<file path="src/rtl/uart_tx_bitstream.sv">
// uart_tx_bitstream: serialises one parallel word per valid/ready handshake into an
// asynchronous frame (start, data LSB-first, optional parity, stop bits). The line
// advances exactly one symbol per i_en tick.
//
// Ports:
//   clk      system clock, rising edge
//   rst      synchronous active-high reset
//   i_en     bit-period tick (one-cycle pulse, may be held high)
//   i_data   word to send, sampled at handshake only
//   i_valid  i_data valid
//   o_ready  block can accept a word (registered, high only in IDLE)
//   o_tx     serial line, idle high (registered)
//   o_busy   frame in progress (registered, always !o_ready)
module uart_tx_bitstream #(
   parameter int unsigned DATA_BITS = 8,
   parameter int unsigned PARITY    = 0,
   parameter int unsigned STOP_BITS = 1
) (
   input  logic                 clk,
   input  logic                 rst,
   input  logic                 i_en,
   input  logic [DATA_BITS-1:0] i_data,
   input  logic                 i_valid,
   output logic                 o_ready,
   output logic                 o_tx,
   output logic                 o_busy
);

   localparam int unsigned CNT_W = $clog2(DATA_BITS + 1);
   localparam logic HAS_PAR = (PARITY != 0);
   localparam logic PAR_ODD = (PARITY == 2);

   localparam logic [2:0] S_IDLE  = 3'd0;
   localparam logic [2:0] S_ARMED = 3'd1;
   localparam logic [2:0] S_START = 3'd2;
   localparam logic [2:0] S_DATA  = 3'd3;
   localparam logic [2:0] S_PAR   = 3'd4;
   localparam logic [2:0] S_STOP  = 3'd5;

   // Reject illegal frame formats at elaboration
   if (DATA_BITS < 5 || DATA_BITS > 9) begin : g_bad_data_bits
      $error("uart_tx_bitstream: DATA_BITS must be 5..9");
   end
   if (PARITY > 2) begin : g_bad_parity
      $error("uart_tx_bitstream: PARITY must be 0, 1 or 2");
   end
   if (STOP_BITS < 1 || STOP_BITS > 2) begin : g_bad_stop_bits
      $error("uart_tx_bitstream: STOP_BITS must be 1 or 2");
   end

   logic [2:0]           state_q, state_d;
   logic [DATA_BITS-1:0] sh_q, sh_d;
   logic                 par_q, par_d;
   logic [CNT_W-1:0]     cnt_q, cnt_d;
   logic [1:0]           stop_q, stop_d;
   logic                 tx_d;
   logic                 accept_c;

   assign accept_c = i_valid && o_ready;

   // Next-state and next-line logic; the shift register presents the next data bit at [0]
   always_comb begin
      state_d = state_q;
      sh_d    = sh_q;
      par_d   = par_q;
      cnt_d   = cnt_q;
      stop_d  = stop_q;
      tx_d    = o_tx;
      case (state_q)
         S_IDLE: begin
            tx_d = 1'b1;
            // A tick coinciding with acceptance is deliberately not consumed
            if (accept_c) begin
               state_d = S_ARMED;
               sh_d    = i_data;
               par_d   = (^i_data) ^ PAR_ODD;
               cnt_d   = '0;
            end
         end
         S_ARMED: begin
            if (i_en) begin
               tx_d    = 1'b0;
               state_d = S_START;
            end
         end
         S_START: begin
            if (i_en) begin
               tx_d    = sh_q[0];
               sh_d    = sh_q >> 1;
               cnt_d   = CNT_W'(1);
               state_d = S_DATA;
            end
         end
         S_DATA: begin
            if (i_en) begin
               if (cnt_q < CNT_W'(DATA_BITS)) begin
                  tx_d  = sh_q[0];
                  sh_d  = sh_q >> 1;
                  cnt_d = cnt_q + CNT_W'(1);
               end else if (HAS_PAR) begin
                  tx_d    = par_q;
                  state_d = S_PAR;
               end else begin
                  tx_d    = 1'b1;
                  stop_d  = 2'd1;
                  state_d = S_STOP;
               end
            end
         end
         S_PAR: begin
            if (i_en) begin
               tx_d    = 1'b1;
               stop_d  = 2'd1;
               state_d = S_STOP;
            end
         end
         S_STOP: begin
            if (i_en) begin
               if (stop_q < 2'(STOP_BITS)) begin
                  stop_d = stop_q + 2'd1;
               end else begin
                  state_d = S_IDLE;
               end
            end
         end
         default: begin
            tx_d    = 1'b1;
            state_d = S_IDLE;
         end
      endcase
   end

   // State and registered outputs; ready/busy follow the next state so they are exact complements
   always_ff @(posedge clk) begin
      if (rst) begin
         state_q <= S_IDLE;
         sh_q    <= '0;
         par_q   <= 1'b0;
         cnt_q   <= '0;
         stop_q  <= '0;
         o_tx    <= 1'b1;
         o_ready <= 1'b1;
         o_busy  <= 1'b0;
      end else begin
         state_q <= state_d;
         sh_q    <= sh_d;
         par_q   <= par_d;
         cnt_q   <= cnt_d;
         stop_q  <= stop_d;
         o_tx    <= tx_d;
         o_ready <= (state_d == S_IDLE);
         o_busy  <= (state_d != S_IDLE);
      end
   end

endmodule

</file>
<file path="config.mk">
export PLATFORM = sky130hd
export DESIGN_NAME = uart_tx_bitstream
export DESIGN_NICKNAME = d
export VERILOG_FILES = /design/src/rtl/uart_tx_bitstream.sv
export SDC_FILE = /design/constraint.sdc
export NUM_CORES = 1
export LEC_CHECK = 0
export CAP_MARGIN = 20
export CORE_ASPECT_RATIO = 1.1
export CORE_UTILIZATION = 55
export DETAILED_ROUTE_END_ITERATION = 10
export HOLD_SLACK_MARGIN = 0.15
export PLACE_DENSITY = 0.89
export SYNTH_ARGS = -nofsm -noshare
export SYNTH_HDL_FRONTEND = slang
export SYNTH_SLANG_ARGS = --single-unit
</file>
<file path="constraint.sdc">
create_clock -name clk -period 3.1 [get_ports clk]
set_input_delay 0.62 -clock clk [delete_from_list [all_inputs] [get_ports clk]]
set_output_delay 0.62 -clock clk [all_outputs]
set_load 0.05 [all_outputs]
</file>
==> run_results.csv <==
group,metric,value,unit
synthesis,post_synth_and_or_nand_nor_area_fraction,17.63,%
floorplan,floorplan.die_area,2035,um^2
layout,syn2layout_area_growth,16.65,%
layout,num-fill-cells,127,
synthesis,largest_family_of_logic_cells_by_synthesized_area,"compound AO/OA/AOI/OAI gates",
synthesis,yosysTopAreaCellShare,39.17,%
power_and_ir_drop,power.switching_fraction,29.69,%
synthesis,avgSynthCellArea,8.663,um^2
setup_path,worst-endpoint-arrival,1.47,ns
setup_path,critPathBufInv,1,
sta,fin_skew,0.002775,ns
setup_path,required,2.48,ns
cts,tritoncts_clock_tree,"yes",
power_and_ir_drop,seq_power_share,51.5,%
place,place_congestion,0.7942,
cts,h_tree_depth,1,
layout,post-route-cell-area,1192,um^2
floorplan,i_o_pins,15,
sta,slew-limit-headroom,64.06,%
cts,tritoncts_num_sinks,20,
synthesis,synth.lib_cells_used.distinct,35,
sta,finalHoldWorstSlack,0.5078,ns
sta,post_route_clock_period_utilization,67.39,%
sta,pins_over_slew_limit,0,
synthesis,postSynth.topFlopCell,"dfxtp_1",
synthesis,synth_nets,132,
routing,detail_route.wirelength,2.177,mm
cts,cts.root.buffer_cell,"clkbuf_4",
synthesis,synth_adder_area_share,2.448,%
setup_path,slowest_delay,0.80,ns
power_and_ir_drop,p_leak,0.4671,nW
global_route,largest_net_degree_at_the_start_of_global_routing,18,
floorplan,fp.dieH,47.22,um
routing,routed-via-count,938,
setup_path,crit_path_end_kind,"output pin",
layout,finalNetCount,144,
floorplan,initial_utilization,61.89,%
layout,number_of_antenna_repair_diodes,0,
cts,post_cts_buffers,0,
sta,worst_pin_slew,0.5371,ns
synthesis,synth_edf_count,0,
sta,layout_min_cycle_time,2.089,ns
setup_path,critical-path-top-delay-family,"buffers and inverters",
synthesis,synth-xor-area-share,0,%
synthesis,post_synth_inst_count,118,
routing,drtAntennaViolNets,0,
power_and_ir_drop,p_int,0.4061,mW
sta,setup-tns-final,0,ns
synthesis,synth.mux.area_fraction,6.854,%
synthesis,post_synthesis_compound_gate_area_fraction,28.27,%
cts,path_clk_slew,0.11,ns
global_route,initial_antenna_violation_count,0,
cts,hold_buffers,0,
setup_path,crit_path_cell_trace,"clkdlybuf4s50_1",
synthesis,ys_async_sr_fraction,0,%
synthesis,number_of_warnings_printed_during_yosys_synthesis,0,
power_and_ir_drop,power_density,484.4,nW/um^2
hold_path,hold_path_class,"reg -> reg",
setup_path,timing.critical_path.fanout_max,2,
routing,avgViaCountPerCell,6.425,
power_and_ir_drop,pwr-share-comb,21.5,%
global_route,grt_pass1_wl,3.622,mm
synthesis,ys_seq_area_share,39.17,%
setup_path,critPathLaunchType,"flop",
place,dpl-instance-area,1156,um^2
synthesis,yosysTopAreaCell,"dfxtp_1",
routing,drtIter0Drc,34,
sta,fmax,0.4787,GHz
cts,numCtsBuffers,3,
routing,route.detailed.drc,0,
run,maxcap_viol_count,0,
layout,post_route_cells_drive_above_1_share,4.651,%
sta,hold_violations,0,
global_route,gr-usage-all-layers,24.19,%
sta,grt_setup_unrepaired,"false",
global_route,grt_pass1_vias,828,
setup_path,timing.critical_path.slowest_stage_cell,"clkdlybuf4s50_1",
floorplan,core_area,1652,um^2
outcome,outcome,"completed",
cts,clk-insertion-delay-late,0.31,ns
global_route,overflow,0,
synthesis,synth_area_leaders,"dfxtp_1 (39%), a21oi_1 (7.3%), mux2i_1 (6.9%), a211oi_1 (5.9%), o21ai_0 (2.9%)",
synthesis,synth_area,1022,um^2
setup_path,timing_worst_setup_path_type,"reg -> out",
routing,post_drt_wl_per_cell,14.91,um
cts,cts_max_path_buffers,2,
place,detailedPlacementHpwl,1.517,mm
power_and_ir_drop,power_frac_clock,27.1,%
power_and_ir_drop,vdd.ir_drop.worst,0.2868,mV
sta,setup_viol_count_final,0,
synthesis,synth.ff_latch_count,20,
floorplan,die_w,43.11,um
cts,resized_cells_post_cts,0,
power_and_ir_drop,net-switching-power,0.1715,mW
routing,first_pass_iters,4,
floorplan,rows,15,
place,port_buffers,14,
==> state kept, by name, indices dropped and copies added (netlist names) <==
signal,cells
sh_q,8
cnt_q,4
state_q,3
stop_q,2
o_busy,1
o_ready,1
o_tx,1
==> routing by layer <==
metal	up-vias	global-route usage, %	wire, um	part of all wire, %
li1	461	-	-	-
met2	45	39.70	1064	49
met5	-	0	0	0
met1	426	31.31	949	44
met3	6	2.308	124	5.7
met4	0	14.55	38	1.7
==> metrics by stage <==
step,total power [mW],cells,setup slack (ns),utilization [%]
6_report,0.5776,146,1.011,72.20
5_1_grt,0.6025,146,0.9198,72.20
4_1_cts,0.5808,146,1.005,72.20
3_5_place_dp,0.4252,142,0.7679,70.00
3_3_place_gp,0.4214,142,0.7996,70.00
2_1_floorplan,0.3872,118,1.397,-
==> final timing paths <==
kind | slack (ns) | depth (start not counted) | endpoint | from
hold / removal | 0.51 | 2 | cnt_q[2]$_SDFFE_PP0P_ | cnt_q[2]$_SDFFE_PP0P_
setup / recovery | 1.01 | 1 | o_ready | o_ready$_SDFF_PP1_
hold reg to reg | 0.51 | 2 | cnt_q[2]$_SDFFE_PP0P_ | cnt_q[2]$_SDFFE_PP0P_
setup reg to reg | 1.29 | 4 | sh_q[0]$_SDFFE_PP0P_ | state_q[2]$_SDFF_PP0_
==> kinds of logic (layout without fill, tap and decap cells) <==
kind of cell	after synthesis	in the layout
compound gates	44	44
fa+ha+maj	2	2
buf+inv	14	25
flops	20	20
mux	7	7
simple gates	31	31
==> power groups by stage <==
stage	clock [mW]	sequential, mW	combinational [mW]
floorplan	0	0.311	0.0763
global route	0.167	0.300	0.135
CTS	0.161	0.297	0.124
finish	0.156	0.297	0.124
global placement	0	0.302	0.120
detailed placement	0	0.302	0.123
==> cells in the mapped netlist, types with 3 or more instances <==
library cell,number
a211oi_1,8
a21oi_1,15
buf_2,4
clkbuf_1,4
dfxtp_1,20
inv_1,6
mux2i_1,7
nand2_1,5
nand4_1,3
nor2_1,7
o21ai_0,6
==> cells in the final DEF (no fill, tap or decap), drive strengths merged, types with 3 or more instances in the layout <==
| cell | instances |
|---|---|
| inv | 6 |
| o21ai | 7 |
| nor2 | 7 |
| nand2 | 5 |
| dfxtp | 20 |
| clkdlybuf4s50 | 14 |
| a21oi | 15 |
| nand4 | 3 |
| a31oi | 3 |
| a211oi | 8 |
| clkbuf | 4 |
| mux2i | 7 |
==> cell type report <==
| class | count | area, um^2 | area share (%) |
|---|---|---|---|
| Clock buffer | 4 | 36.28 | 3.043 |
| Inverter | 6 | 22.52 | 1.889 |
| Multi-Input combinational cell | 84 | 564.3 | 47.32 |
| Sequential cell | 20 | 400.4 | 33.58 |
| Tap cell | 17 | 21.27 | 1.784 |
| Timing Repair Buffer | 15 | 147.6 | 12.38 |
(Power assumes the default switching activity.)
==> variant 1 (same settings) <==
Make the reset (`rst`) asynchronous in one clocked block. Comments in the files are not updated.
--- a/src/rtl/uart_tx_bitstream.sv
+++ b/src/rtl/uart_tx_bitstream.sv
@@ -131,7 +131,7 @@
    end
 
    // State and registered outputs; ready/busy follow the next state so they are exact complements
-   always_ff @(posedge clk) begin
+   always_ff @(posedge clk or posedge rst) begin
       if (rst) begin
          state_q <= S_IDLE;
          sh_q    <= '0;
Function: differs if rst is asserted again (counterexample within 4 cycles, from zero or initial values and one cycle with rst high); with rst held inactive, the same outputs for 10 cycles.
==> variant 1 against the unedited design <==
Sequential share of layout area increased by 7.9 points; routed wire length is 11% lower; worst setup slack worse by 180 ps; area after synthesis grew 5.0%; die area increased by 4.8%; cell area up 1.7%; sequential cell count stayed put; critical path type unchanged.
Power is not compared: it rests on default switching activity, and its combinational part moved more than twofold at a synthesized area within 25%.
==> variant 1: results (changes against the unedited design) <==
asr flop ratio synth: 1.00 (+1.00)
leakage power: 0.541 nW
CP max stage delay: 790 ps
Top FF cell, synth: dfrtp_1
initial antenna violation count: 0 (unchanged)
CTS root buf: clkbuf_4
hold depth: 2 (unchanged)
R2R cell count: 4 (unchanged)
Setup Skew: 1.48 ps (-1.30 ps)
critical path's slowest cell: clkdlybuf4s50_1
WL/cell: 14.2 µm (-4.7%)
pre-CTS WS: 574 ps (-194 ps)
Num CTS Buffers: 3 (unchanged)
Unique masters post-synth: 36 (+2.9%)
DP Wirelength: 1440 µm (-5.3%)
sequential area share after synthesis: 0.469 (+0.0769)
share of layout cells above drive strength 1: 0.0924 (+0.0459)
crit-path max FO: 3 (+1)
crit path DAT: 1650 ps (+180 ps)
global-route wire length before repair: 3400 µm (-6.1%)
largest net degree at the start of global routing: 24 (+6)
Final #Nets: 135 (-6.3%)
post-synthesis area per instance: 9.85 µm² (+14%)
Worst-path clk slew: 100 ps
GRT Util Overall: 0.214 (-0.0275)
Post-DP Area: 0.00119 mm² (+2.9%)
vias in the first global route: 813 (-1.8%)
RePlAce Congestion: 0.867 (+9.1%)
synth top area cells: dfrtp_1 (42%), mux2i_1 (7.5%), dfstp_2 (4.9%), nand2_1 (4.9%), o21ai_1 (4.2%)
run status: finished clean
Net Count, Synth: 123 (-6.8%)
1st-pass router iterations: 3 (-1)
Initial DRC Count: 11 (-68%)
commonest cells in the netlist: dfrtp_1 (18), nand2_1 (14), o21ai_1 (9), mux2i_1 (8), inv_1 (7)
placed cell count: 134 (-5.6%)
Worst Hold Class: reg2reg
Worst-Margin Slew: 906 ps (+369 ps)
Vias: 816 (-13%)
WL final: 1950 µm (-11%)
[variant 1: layout make-up]
class | count | area (µm²)
multi-input combinational | 74 | 494
sequential | 20 | 503
clock buffer | 3 | 22.5
fill | 155 | 589
timing repair buffer | 14 | 140
inverter | 8 | 30.0
tap | 18 | 22.5
[variant 1: kinds of logic after synthesis]
group	synth area share
AND/OR/NAND/NOR	0.181
AO/OA/AOI/OAI	0.168
flip-flops	0.469
buffers and inverters	0.0711
multiplexers	0.0886
adder cells (fa/ha/maj)	0.0233
[variant 1: worst paths after layout]
kind / slack (ps) / end / from
worst max-delay path: 830 / o_tx / o_tx
worst min-delay path: 500 / sh_q[0] / sh_q[0]
worst max register to register: 1070 / cnt_q[2] / state_q[0]
worst min register to register: 500 / sh_q[0] / sh_q[0]
max in group asynchronous: 1910 / sh_q[2] / rst
min in group asynchronous: 730 / sh_q[5] / rst
[variant 1: routing by layer]
layer  part of all wire  GRT usage  vias to the layer above  wire length [µm]
li1                   -          -                      397                 -
met1               0.42      0.254                      398               820
met2               0.53      0.375                       16              1040
met3              0.025     0.0224                        5                48
met4              0.020      0.101                        0                38
met5                  0          0                        -                 0
[variant 1: power by group through the flow]
stage               registers (mW)  clock network [mW]  logic (mW)
global placement             0.481                   0       0.509
finish                       0.484               0.122       0.538
floorplan                    0.477                   0       0.460
CTS                          0.484               0.126       0.544
detailed placement           0.490                   0       0.543
global route                 0.500               0.134       0.611
==> variant 2 (config.mk and constraints unchanged) <==
Made on the original files. Set the parameter `PARITY` to 1 (it was 0).
--- a/src/rtl/uart_tx_bitstream.sv
+++ b/src/rtl/uart_tx_bitstream.sv
@@ -13,7 +13,7 @@
 //   o_busy   frame in progress (registered, always !o_ready)
 module uart_tx_bitstream #(
    parameter int unsigned DATA_BITS = 8,
-   parameter int unsigned PARITY    = 0,
+   parameter int unsigned PARITY    = 1,
    parameter int unsigned STOP_BITS = 1
 ) (
    input  logic                 clk,
Formal check against the unedited RTL: no difference found for any inputs over 10 cycles, from zero or initial values and one cycle with rst high; that may be too few to reach the edited logic, so the function may still have changed.
==> variant 2 against the unedited design <==
Clock power shrank 13%; sequential power grew 5%; area after synthesis grew 8.2%; cell count grew 11%; worst setup slack lost 40 ps; power grew 3.8%; global-route usage shrank 1.1 points; via count shrank 4.2%; routed wire length shrank 4.0%; utilization shrank 2.9 points; sequential share of layout area shrank 0.64 points; cell area grew 7.0%; largest power group unchanged; sequential cell count grew 1.
==> variant 2: results (changes against the unedited design) <==
Worst R2R Setup Slack: 1220 ps (-70 ps)
largest net degree at the start of global routing: 19 (+1)
post-cts sizing count: 0 (unchanged)
worst vdd ir: 0.360 mV (+25%)
Worst Setup SP: o_ready
synth top area cells: dfxtp_1 (38%), mux2i_1 (8.1%), a211oi_1 (6.1%), xnor2_1 (5.5%), nor2_1 (5.1%)
sequential area share after synthesis: 0.380 (-0.0116)
GRT Util Overall: 0.231 (-0.0113)
vias in the first global route: 853 (+3.0%)
share of layout cells above drive strength 1: 0.0741 (+0.0276)
WL final: 2090 µm (-4.0%)
1st-pass router iterations: 4 (unchanged)
startpoint types: register
hold depth: 1 (-1)
Num CTS Buffers: 3 (unchanged)
Synth Area in Compound Gates: 0.236 (-0.0463)
reg2reg start: state_q[0]
Post-DP Area: 0.00125 mm² (+8.1%)
mux share of post-synthesis cell area: 0.0814 (+0.0129)
RePlAce Congestion: 0.750 (-5.5%)
DP Wirelength: 1510 µm (-0.43%)
Clock Tree Buf Depth: 2 (unchanged)
Worst slew margin: 0.637 (-0.00401)
top flop regs: sh_q x8, cnt_q x4, state_q x3
Vias: 899 (-4.2%)
commonest cells in the netlist: dfxtp_1 (21), nor2_1 (15), a211oi_1 (9), a21oi_1 (9), mux2i_1 (9)
input/output buffers: 14 (unchanged)
Initial DRC Count: 32 (-5.9%)
crit path time final: 2130 ps (+39.6 ps)
crit-path max FO: 3 (+1)
Net Count, Synth: 138 (+4.5%)
CP max stage delay: 820 ps (+20 ps)
global-route wire length before repair: 3820 µm (+5.3%)
Switch Pwr: 185 µW (+7.7%)
Worst-path clk slew: 130 ps (+20 ps)
adder-cell share of the synthesized area: 0.0226 (-0.00186)
crit path DAT: 1510 ps (+40 ps)
Top FF cell, synth: dfxtp_1
postcts setup bufs: 0 (unchanged)
grt ovf: 0 (unchanged)
H-tree depth: 1 (unchanged)
min-delay src: stop_q[0]
Post-Synth XOR/XNOR Area: 0.0554 (+0.0554)
top cell type by total area after synthesis: dfxtp_1
leakage power: 0.501 nW (+7.2%)
Setup Skew: 14.1 ps (+11.3 ps)
Worst Hold Class: reg2reg
run status: finished clean
initial antenna violation count: 0 (unchanged)
clock latency on the worst-skew pair: 310 ps (about the same)
Unique masters post-synth: 30 (-14%)
Synthesis Warnings: 0 (unchanged)
R2R cell count: 5 (+1)
Final #Nets: 150 (+4.2%)
pre-CTS WS: 750 ps (-17.8 ps)
variant 2: power by group through the flow:
| stage | sequential [mW] | combinational [mW] | clock [mW] |
|---|---|---|---|
| after CTS | 0.313 | 0.152 | 0.136 |
| after global routing | 0.317 | 0.169 | 0.145 |
| after global placement | 0.319 | 0.146 | 0 |
| final | 0.313 | 0.151 | 0.135 |
| after floorplan | 0.323 | 0.109 | 0 |
| after detailed placement | 0.320 | 0.151 | 0 |
variant 2: kinds of logic after synthesis:
group	Yosys count
multiplexers	9
buffers and inverters	15
AO/OA/AOI/OAI	35
XOR/XNOR	7
flip-flops	21
adder cells (fa/ha/maj)	2
AND/OR/NAND/NOR	35
variant 2: worst paths after layout:
kind / end
max: o_ready
min reg2reg: stop_q[0]
max reg2reg: cnt_q[1]
min: stop_q[0]
variant 2: final cells by class:
cell class              count  area [µm²]
well taps                  27        33.8
clock buffers               4        26.3
inverters                   6        22.5
flip-flops and latches     21         420
repair buffers             16         155
fillers                   147         566
multi-input cells          88         618
variant 2: per-layer routing:
layer | up-vias | routed length [µm] | track usage
met3 | 2 | 74 | 0.0222
met1 | 411 | 983 | 0.324
met5 | - | 0 | 0
met2 | 19 | 1010 | 0.360
met4 | 0 | 23 | 0.0859
li1 | 467 | - | -
variant 2: through the flow:
stage | std cells | hold WS [ps] | total power, mW
after floorplan | 124 | 438 | 0.432
after global placement | 158 | 455 | 0.465
after detailed placement | 158 | 472 | 0.470
after CTS | 162 | 490 | 0.601
after global routing | 162 | 515 | 0.630
final | 162 | 487 | 0.600
